## src/rtl/ps2_host_tx.sv

```systemverilog
// ps2_host_tx: host-to-device PS/2 command transmitter.
// Performs request-to-send, shifts start/data/parity/stop out on device
// clock falls, checks the device ACK bit, and drives the open-drain bus
// only through pull-low enables.
module ps2_host_tx #(
  parameter int unsigned INHIBIT_CYCLES = 10000,
  parameter int unsigned TIMEOUT_CYCLES = 2000000
) (
  input  logic       clk_in,
  input  logic       rst,
  input  logic [7:0] tx_data,
  input  logic       tx_valid,
  output logic       tx_ready,
  input  logic       key_clk_i,
  input  logic       key_data_i,
  output logic       key_clk_oe,
  output logic       key_data_oe,
  output logic       busy,
  output logic       tx_done,
  output logic       tx_err
);

  localparam int unsigned INH_W = (INHIBIT_CYCLES > 1) ? $clog2(INHIBIT_CYCLES) : 1;
  localparam int unsigned TMO_W = $clog2(TIMEOUT_CYCLES + 1);
  localparam logic [INH_W-1:0] INH_LAST = INH_W'(INHIBIT_CYCLES - 1);
  localparam logic [TMO_W-1:0] TMO_MAX  = TMO_W'(TIMEOUT_CYCLES);

  typedef enum logic [2:0] {
    S_IDLE,
    S_INHIBIT,
    S_REQ,
    S_SEND,
    S_ACK,
    S_WAIT_IDLE
  } state_t;

  state_t           state, state_n;
  logic [INH_W-1:0] inh_cnt, inh_n;
  logic [TMO_W-1:0] tmo_cnt, tmo_n;
  logic [3:0]       bit_cnt, bit_n;
  logic [7:0]       byte_q, byte_n;
  logic             par_q, par_n;
  logic             ack_q, ack_n;
  logic             clk_oe_q, clk_oe_n;
  logic             data_oe_q, data_oe_n;

  logic clk_r0, clk_r1;
  logic data_r0, data_r1;
  logic fall;
  logic tmo_active;

  // Two-flop synchronizers for both bus lines; idle bus reads high.
  always_ff @(posedge clk_in or negedge rst) begin
    if (!rst) begin
      clk_r0  <= 1'b1;
      clk_r1  <= 1'b1;
      data_r0 <= 1'b1;
      data_r1 <= 1'b1;
    end else begin
      clk_r0  <= key_clk_i;
      clk_r1  <= clk_r0;
      data_r0 <= key_data_i;
      data_r1 <= data_r0;
    end
  end

  assign fall = clk_r1 & ~clk_r0;

  // State, counters, latched byte and registered pull-low enables.
  always_ff @(posedge clk_in or negedge rst) begin
    if (!rst) begin
      state     <= S_IDLE;
      inh_cnt   <= '0;
      tmo_cnt   <= '0;
      bit_cnt   <= '0;
      byte_q    <= '0;
      par_q     <= 1'b0;
      ack_q     <= 1'b0;
      clk_oe_q  <= 1'b0;
      data_oe_q <= 1'b0;
    end else begin
      state     <= state_n;
      inh_cnt   <= inh_n;
      tmo_cnt   <= tmo_n;
      bit_cnt   <= bit_n;
      byte_q    <= byte_n;
      par_q     <= par_n;
      ack_q     <= ack_n;
      clk_oe_q  <= clk_oe_n;
      data_oe_q <= data_oe_n;
    end
  end

  assign tmo_active = (state == S_REQ) || (state == S_SEND) ||
                      (state == S_ACK) || (state == S_WAIT_IDLE);

  // Next-state logic. The line enables are computed from the next state and
  // next inhibit count and then registered, so the start bit appears in the
  // last inhibit cycle without a combinational path onto the pads.
  always_comb begin
    state_n   = state;
    inh_n     = inh_cnt;
    tmo_n     = tmo_cnt;
    bit_n     = bit_cnt;
    byte_n    = byte_q;
    par_n     = par_q;
    ack_n     = ack_q;
    data_oe_n = data_oe_q;
    tx_done   = 1'b0;
    tx_err    = 1'b0;

    if (tmo_active) begin
      tmo_n = tmo_cnt + 1'b1;
    end

    case (state)
      S_IDLE: begin
        data_oe_n = 1'b0;
        if (tx_valid) begin
          state_n   = S_INHIBIT;
          inh_n     = '0;
          bit_n     = '0;
          byte_n    = tx_data;
          par_n     = ~^tx_data;
          data_oe_n = (INH_LAST == '0);
        end
      end

      S_INHIBIT: begin
        if (inh_cnt == INH_LAST) begin
          state_n   = S_REQ;
          tmo_n     = '0;
          data_oe_n = 1'b1;
        end else begin
          inh_n     = inh_cnt + 1'b1;
          data_oe_n = (inh_n == INH_LAST);
        end
      end

      S_REQ: begin
        state_n = S_SEND;
      end

      S_SEND: begin
        if (fall) begin
          bit_n = bit_cnt + 4'd1;
          if (bit_cnt < 4'd8) begin
            data_oe_n = ~byte_q[bit_cnt[2:0]];
          end else if (bit_cnt == 4'd8) begin
            data_oe_n = ~par_q;
          end else begin
            data_oe_n = 1'b0;
            state_n   = S_ACK;
          end
        end
      end

      S_ACK: begin
        if (fall) begin
          ack_n   = ~data_r1;
          state_n = S_WAIT_IDLE;
        end
      end

      S_WAIT_IDLE: begin
        if (clk_r1 && data_r1) begin
          tx_done = ack_q;
          tx_err  = ~ack_q;
          state_n = S_IDLE;
        end
      end

      default: begin
        state_n   = S_IDLE;
        data_oe_n = 1'b0;
      end
    endcase

    // Timeout overrides any transition in the bus-active states.
    if (tmo_active && (tmo_cnt == TMO_MAX)) begin
      state_n   = S_IDLE;
      data_oe_n = 1'b0;
      tx_done   = 1'b0;
      tx_err    = 1'b1;
    end

    clk_oe_n = (state_n == S_INHIBIT);
  end

  assign key_clk_oe  = clk_oe_q;
  assign key_data_oe = data_oe_q;
  assign tx_ready    = (state == S_IDLE);
  assign busy        = (state != S_IDLE);

endmodule

```

## config.mk

```make
export PLATFORM = sky130hd
export DESIGN_NAME = ps2_host_tx
export DESIGN_NICKNAME = d
export VERILOG_FILES = /design/src/rtl/ps2_host_tx.sv
export SDC_FILE = /design/constraint.sdc
export NUM_CORES = 1
export LEC_CHECK = 0
export ABC_AREA = 0
export CAP_MARGIN = 10
export CORE_ASPECT_RATIO = 1.4
export CORE_MARGIN = 2
export CORE_UTILIZATION = 43
export DETAILED_ROUTE_END_ITERATION = 12
export SETUP_SLACK_MARGIN = 0.02
export SYNTH_ARGS = -nofsm -noshare
export SYNTH_HDL_FRONTEND = slang
export SYNTH_SLANG_ARGS = --single-unit
```

## constraint.sdc

```tcl
create_clock -name clk_in -period 2 [get_ports clk_in]
set_input_delay 0.4 -clock clk_in [delete_from_list [all_inputs] [get_ports clk_in]]
set_output_delay 0.4 -clock clk_in [all_outputs]
set_load 0.05 [all_outputs]
```

[Yosys cells after proc, flatten, opt, wreduce, memory -nomap -nowiden]
Index checks and enable logic that the tools add are counted.
Cells by class
  reductions and logical operators: 16
  add/sub/neg operators: 3
  bitwise gates (word level): 6
  multiplexer cells: 32
  equality and inequality tests: 15
  $lt $le $gt $ge: 2
Operators by type and width (number)
  $mux W21: 3
  $eq A14 B14 Y1 const B: 2
  $mux W14: 2
  $pmux W14 S2: 1
  $mux W3: 8
  $add A21 B1 Y21 const B: 1
  $eq A21 B21 Y1 const B: 1
  $pmux W3 S6: 1
  $add A14 B1 Y14 const B: 1
  $mux W1: 12
  $mux W4: 2
  $pmux W4 S2: 1
  $reduce_xnor A8 Y1: 1
  $eq A3 B1 Y1 const B: 2
  $eq A3 B2 Y1 const B: 2
  $eq A3 B3 Y1 const B: 2
  $ne A2 B2 Y1 const B: 3
  $reduce_and A2 Y1: 3
  $reduce_and A3 Y1: 2
  $not A1 Y1: 5
  $add A4 B1 Y4 const B: 1
  $eq A4 B4 Y1 const B: 1
  $lt A3 B4 Y1 const B: 1
  $lt A4 B4 Y1 const B: 1
  11 further kinds: 15
Storage, ports and cells
  input bits: 13
  output and inout port bits: 6
  logic and storage cells: 87
  flip-flop bits (word level): 58

[Depth between registers and ports, before layout]
Gate-level depths: netlist (run 1).
  depth in word-level cells: 7
  gate-level depth with buffers: 8
  mapped depth without buffers: 7

[Least setup slack after synthesis (run 1)]
No wires, ideal clock.
  kind: register -> output
  from: register state[1]
  to: output port busy
  slack: -0.753 ns
  required time: 1.600 ns
  arrival: 2.353 ns
  buffers on the path: 1
  stages on the path, launching flop included: 4
  cells stage by stage: dfrtp_1 > buf_2 > nor3_1 > inv_1
On the way
  longest elaborated chain between the ends: 1
RTL lines
  start: declaration: RTL line 37  | state_t state, state_n;
  start signal: assignment: RTL line 82  | state <= state_n;
  $reduce_bool A3 Y1: RTL line 193  | assign busy = (state != S_IDLE);
  end: declaration: RTL line 18  | output logic busy,
No other way between the ends.

[Final worst setup path (run 1)]
  from: register tmo_cnt[8]
  to: output port tx_done
On the way
  longest elaborated chain between the ends: 3
RTL lines
  start: declaration: RTL line 39  | logic [TMO_W-1:0] tmo_cnt, tmo_n;
  start signal: assignment: RTL line 84  | tmo_cnt <= tmo_n;
  $eq A21 B21 Y1: RTL line 180  | if (tmo_active && (tmo_cnt == TMO_MAX)) begin
  $logic_and A1 B1 Y1: RTL line 180
  $mux W1: RTL line 180
  end: declaration: RTL line 19  | output logic tx_done,
No other way between the ends.

==> summary.txt, run 1 <==
Largest net degree at the start of global routing -> 59
Core Box Area -> 0.00736 sq mm
Share of layout cells above drive strength 1 -> 23.9%
Vias per cell -> 5.34
Fill cell count -> 688
Fin. Hold Viols -> 0
Worst-skew pair later-pin latency -> 360 ps
CTS tree -> yes
Biggest area consumer among synthesized cells -> dfrtp_1
Fin crit period -> 2380 ps
Initial DRC count -> 146
CTS Buf Count -> 9
Placed instance area -> 0.00385 sq mm
Share of the synthesized area in the top cell type -> 41.3%
Synthesized net count -> 369
Maxcap violations -> 0
Tot Pwr -> 2.53 mW
Post-synthesis sequential area ratio -> 44.6%
Ys flop type -> dfrtp_1
Fin crit share -> 119%
Finished Core Util -> 56.7%
Cell count after synthesis -> 350
CTS clock-pin slew for the worst setup and hold paths -> 70 ps
DIE WIDTH -> 77.7 microns
Slew of the pin with the lowest slew margin -> 487 ps
Post-route setup slack -> -380 ps
Ant. Diodes -> 0
Detail Route Antenna Nets -> 0
Io pins -> 19
Critical path launch point type -> flop
IO Port Bufs -> 18
VDD IR max -> 0.328 mV
Yosys Warn Count -> 0
Initial Util -> 44.4%
Synth top area cells -> dfrtp_1 (41%), nand2_1 (6.2%), xnor2_1 (5.9%)
Post-synth cell types -> 54
#FFs+latches synth -> 58
# setup viols final -> 2
Mapped cell area -> 0.00327 sq mm
Total grt overflow -> 0
Req. time, crit path -> 1600 ps
Die ar. -> 0.00832 sq mm
Max-slew violations -> 0
Area grow syn2layout -> 27.6%
Failing checks -> setup timing
Vias after detailed routing -> 2736
Synth async-reset ratio -> 100%
Num rows -> 37
Post-synth EDFFs -> 0
Worst Hold Class -> primary input to async pin
Clock sinks -> 58
Hold Slack -> 46.5 ps
Clock Skew -> 7.65 ps
Initial antenna violation count -> 0
Pwr dens -> 606 mW/mm^2
Setup crit end kind -> primary output
Critical path fanouts, max -> 3
DRC -> 0
Net count, final -> 429
WP data arrival -> 1980 ps
Drt pass-1 iters -> 4
Top post-synthesis cells by count -> dfrtp_1 (54), nand2_1 (54), nor2_1 (35), xnor2_1 (22), o21ai_0 (21)
Global Route Usage Sum -> 20.0%
Worst Path Class, Setup -> flop to primary output
CTS Buffer Depth -> 2
TNS Setup -> -709 ps
Slew HR -> 67.4%
RSZ-0062 raised after global routing -> true
Post-Route WL -> 7490 microns
Dpl hpwl -> 5250 microns
WL per Instance -> 14.6 microns
Die Ht -> 107 microns
Number of global-route vias before repair -> 2758
CTS Hold Bufs -> 0
CTS HTree Levels -> 3
Mean area per synthesized cell -> 9.34 sq um
LEAKAGE -> 1.82 nW
Placer Congestion -> 0.890
Global-route wire length before repair -> 12900 microns
Achievable Freq -> 420 MHz
Outcome -> finished, violations left
CTS Root Cell -> clkbuf_8
Cell area after layout -> 0.00417 sq mm
## stage by stage
step           instances  setup WS, ps
2_1_floorplan        350          -150
3_3_place_gp         492          -111
3_5_place_dp         492          -124
4_1_cts              509          -423
5_1_grt              512          -475
6_report             512          -380
## path summary, 6_finish.rpt
path	startpoint	to	slack [ps]	depth (start not counted)
max	tmo_cnt[8]	tx_done	-380	5
min	rst	tmo_cnt[7]	50	2
max reg2reg	inh_cnt[1]	inh_cnt[8]	120	8
min reg2reg	data_r0	data_r1	360	0
max in group asynchronous	rst	data_r0	1660	2
min in group clk_in	data_r0	data_r1	360	0
## cell type report
class | instances | area (sq um) | area share [%]
well taps | 97 | 121 | 2.91
flip-flops and latches | 58 | 1460 | 35.0
repair buffers | 60 | 529 | 12.7
clock buffers | 12 | 155 | 3.72
clock inverters | 4 | 73.8 | 1.77
inverters | 12 | 45.0 | 1.08
multi-input cells | 269 | 1790 | 42.8
## kinds of logic after synthesis
logic type      Yosys count  share of synthesized area, %
compound gates           49                          9.42
xor+xnor                 30                          8.61
fa+ha+maj                 6                          2.30
buf+inv                  23                          2.72
flops                    58                          44.6
mux                       6                          2.22
simple gates            178                          30.2
## where the power goes
group / total, mW / internal, mW / switching, mW / leakage (nW)
logic: 0.0842 / 0.0409 / 0.0433 / 0.963
registers: 1.18 / 1.18 / 0.00216 / 0.739
clock network: 1.26 / 0.770 / 0.493 / 0.117
## routing by layer
metal / part of all wire [%] / wire length [microns] / global-route usage (%) / vias to the layer above
met3: 2.7 / 201 / 5.13 / 12
met2: 53 / 3950 / 34.9 / 41
li1: - / - / - / 1345
met5: 0 / 0 / 0 / -
met1: 42 / 3180 / 22.6 / 1338
met4: 2.1 / 157 / 9.18 / 0
## layout by cell type (no fill, tap or decap), drive strengths merged, types with 3 or more instances in the layout
| cell | netlist | layout |
|---|---|---|
| nor4b | 3 | 3 |
| dfrtp | 54 | 54 |
| nor2 | 36 | 36 |
| o21ai | 21 | 21 |
| dfstp | 4 | 4 |
| o31ai | 6 | 6 |
| and3 | 6 | 6 |
| nand2 | 55 | 55 |
| xor2 | 8 | 8 |
| mux2i | 5 | 5 |
| a21oi | 7 | 7 |
| a22o | 5 | 5 |
| nor3 | 12 | 12 |
| or3 | 4 | 4 |
| nor4 | 13 | 13 |
| nor3b | 3 | 3 |
| nand3 | 14 | 14 |
| a31oi | 4 | 4 |
| clkbuf | 7 | 12 |
| inv | 12 | 12 |
| buf | 4 | 47 |
| nand4 | 9 | 9 |
| and2 | 5 | 5 |
| clkdlybuf4s50 | 0 | 13 |
| ha | 6 | 6 |
| nand2b | 3 | 3 |
| xnor2 | 22 | 22 |
| nor2b | 3 | 3 |
## sequential cells by signal, indices dropped and copies added, names as in the netlist
signal	count
clk_r0	1
key_clk_oe	1
tmo_cnt	21
inh_cnt	14
clk_r1	1
ack_q	1
par_q	1
data_r1	1
data_r0	1
state	3
byte_q	8
key_data_oe	1
bit_cnt	4
## what timing repair did
item / 4_1_cts / 5_1_grt
pin swaps: 3 / 3
gates resized for setup: 6 / 9
endpoints found under the setup margin: 3 / 9
buffers inserted: 1 / 3
## worst max-delay path: stages (launching register included)
cell and delay [ps]:
dfrtp_1 390, nor4bb_2 300, nand2_1 80, or4_4 530, nor4b_4 160, buf_6 160
(Power assumes the default switching activity.)
==> inputs of run 2 (changes only) <==
--- a/config.mk
+++ b/config.mk
@@ -9,8 +9,9 @@
 export CAP_MARGIN = 10
 export CORE_ASPECT_RATIO = 1.4
 export CORE_MARGIN = 2
-export CORE_UTILIZATION = 43
+export CORE_UTILIZATION = 54
 export DETAILED_ROUTE_END_ITERATION = 12
+export PLACE_DENSITY = 0.76
 export SETUP_SLACK_MARGIN = 0.02
 export SYNTH_ARGS = -nofsm -noshare
 export SYNTH_HDL_FRONTEND = slang
==> run 2 against run 1 <==
Compared with the run above:
- the flow still finishes with violations (setup timing)
- combinational power decreased by 1%
- critical path depth unchanged
- sequential cell count unchanged
- largest cell class unchanged
- fmax up 1.2%
- sequential power barely moved
==> summary.txt, run 2 (synthesis results as in run 1) <==
Biggest register -> tmo_cnt
Critical path launch point type -> flop
Slew HR -> 67.4%
Failing checks -> setup timing
Reg2reg path depth -> 6
Placed instance area -> 0.00380 sq mm
CTS Hold Bufs -> 0
Placer Congestion -> 0.933
Area occupied by multi-input gates -> 0.00177 sq mm
Outcome -> finished, violations left
WL per Instance -> 14.7 microns
Total grt overflow -> 0
Detail Route Antenna Nets -> 0
# setup viols final -> 2
Largest net degree at the start of global routing -> 59
Dpl hpwl -> 5120 microns
Worst Path Class, Setup -> flop to primary output
Largest register FFs -> 21
Fin cells -> 483
Critical path fanouts, max -> 3
Clock Skew -> 11.8 ps
Cell area after layout -> 0.00408 sq mm
Io pins -> 19
Commonest non-fill, non-tap cells in the layout -> nand2_1 (54), dfrtp_1 (46), buf_4 (37), nor2_1 (35), xnor2_1 (22)
CTS Buf Count -> 9
Share of layout cells above drive strength 1 -> 22.8%
Vias after detailed routing -> 2787
Maxcap violations -> 0
Pwr dens -> 572 mW/mm^2
CTS tree -> yes
Fin crit period -> 2350 ps
Slew of the pin with the lowest slew margin -> 488 ps
CTS Buffer Depth -> 2
DIE WIDTH -> 69.8 microns
Crit path launch -> tmo_cnt[6]
Worst reg2reg endpoint -> inh_cnt[12]
VDD IR max -> 0.506 mV
End of the critical path -> tx_done
Die Ht -> 96.0 microns
Setup crit end kind -> primary output
Fin. Hold Viols -> 0
RSZ-0062 raised after global routing -> true
Worst-skew pair later-pin latency -> 340 ps
Core Box Area -> 0.00586 sq mm
Req. time, crit path -> 1600 ps
CTS Root Cell -> clkbuf_8
Global-route wire length before repair -> 12300 microns
Global Route Usage Sum -> 23.5%
Net count, final -> 427
Fin crit share -> 118%
Drt pass-1 iters -> 4
LEAKAGE -> 1.79 nW
CTS HTree Levels -> 3
Post-Route WL -> 7090 microns
Worst Hold Class -> primary input to async pin
Ant. Diodes -> 0
WP data arrival -> 1950 ps
Inst Count DP -> 463
R2R setup slack -> 140 ps
Num rows -> 33
CTS clock-pin slew for the worst setup and hold paths -> 70 ps
DRC -> 0
Vias per cell -> 5.77
Register area -> 0.00147 sq mm
Top Registers -> tmo_cnt: 21 flops, inh_cnt: 14 flops, byte_q: 8 flops
Reg2reg start -> inh_cnt[0]
Die ar. -> 0.00670 sq mm
Finished Core Util -> 69.5%
Initial antenna violation count -> 0
Fill cell count -> 470
Achievable Freq -> 425 MHz
Number of global-route vias before repair -> 2775
Max-slew violations -> 0
Area grow syn2layout -> 24.7%
Initial Util -> 55.7%
IO Port Bufs -> 18
Initial DRC count -> 191
Commonest non-fill, non-tap cell in the layout -> nand2_1
Post-route setup slack -> -352 ps
Clock sinks -> 58
-- run 2: cell types whose count changed in the layout (fill, tap and decap cells not counted), moves of 2 or more --
cell / before / now
buf_4: 40 / 37
dfrtp_2: 4 / 8
clkbuf_1: 1 / 3
nor4_2: 8 / 5
nor4_1: 5 / 8
dfrtp_1: 50 / 46
-- run 2: power breakdown --
group	internal [mW]	switching, mW	total [mW]
clock network	0.607	0.459	1.07
logic	0.0409	0.0425	0.0833
registers	1.18	0.00267	1.18
total	1.83	0.504	2.33
-- run 2: area by class of cell --
| cell class | instances | share of cell area, % |
|---|---|---|
| clock buffers | 13 | 3.65 |
| well taps | 70 | 2.15 |
| clock inverters | 3 | 0.982 |
| inverters | 12 | 1.11 |
| flip-flops and latches | 58 | 36.0 |
| multi-input cells | 269 | 43.4 |
| repair buffers | 58 | 12.7 |
-- run 2: metrics by stage --
stage	setup TNS, ps	total power, mW	hold WS (ps)	worst slack (ps)
2_1_floorplan	-1130	1.23	104	-150
5_1_grt	-774	2.42	72.2	-414
3_5_place_dp	-91.7	1.29	359	-87.1
3_3_place_gp	-66.4	1.29	345	-66.4
6_report	-654	2.33	38.0	-352
4_1_cts	-688	2.36	60.3	-370
-- run 2: worst max-delay path, stage by stage (launching register included) --
cell	delay, ps
dfrtp_1	390
nor4_1	280
nand2_1	90
or4_4	530
nor4b_4	160
buf_6	160
-- run 2: worst min-delay path by stage --
stage            endpoint  slack, ps  cells after the start
2_1_floorplan       ack_q        100                      0
3_3_place_gp      data_r1        350                      0
3_5_place_dp      data_r1        360                      0
4_1_cts        tmo_cnt[5]         60                      2
5_1_grt        tmo_cnt[5]         70                      2
6_report       tmo_cnt[5]         40                      2
-- run 2: what timing repair did --
item                                    in CTS  in global routing
buffers inserted                             0                  4
gates resized for setup                      3                 12
pin swaps                                    2                  4
hold endpoints to repair                     0                  0
endpoints found under the setup margin       3                 18
-- run 2: routing by layer --
layer	global-route usage (%)	wire length [microns]	vias to the layer above
li1	-	-	1347
met1	26.6	2910	1369
met2	43.0	3840	64
met3	5.45	269	7
met4	9.94	66	0
met5	0	0	-
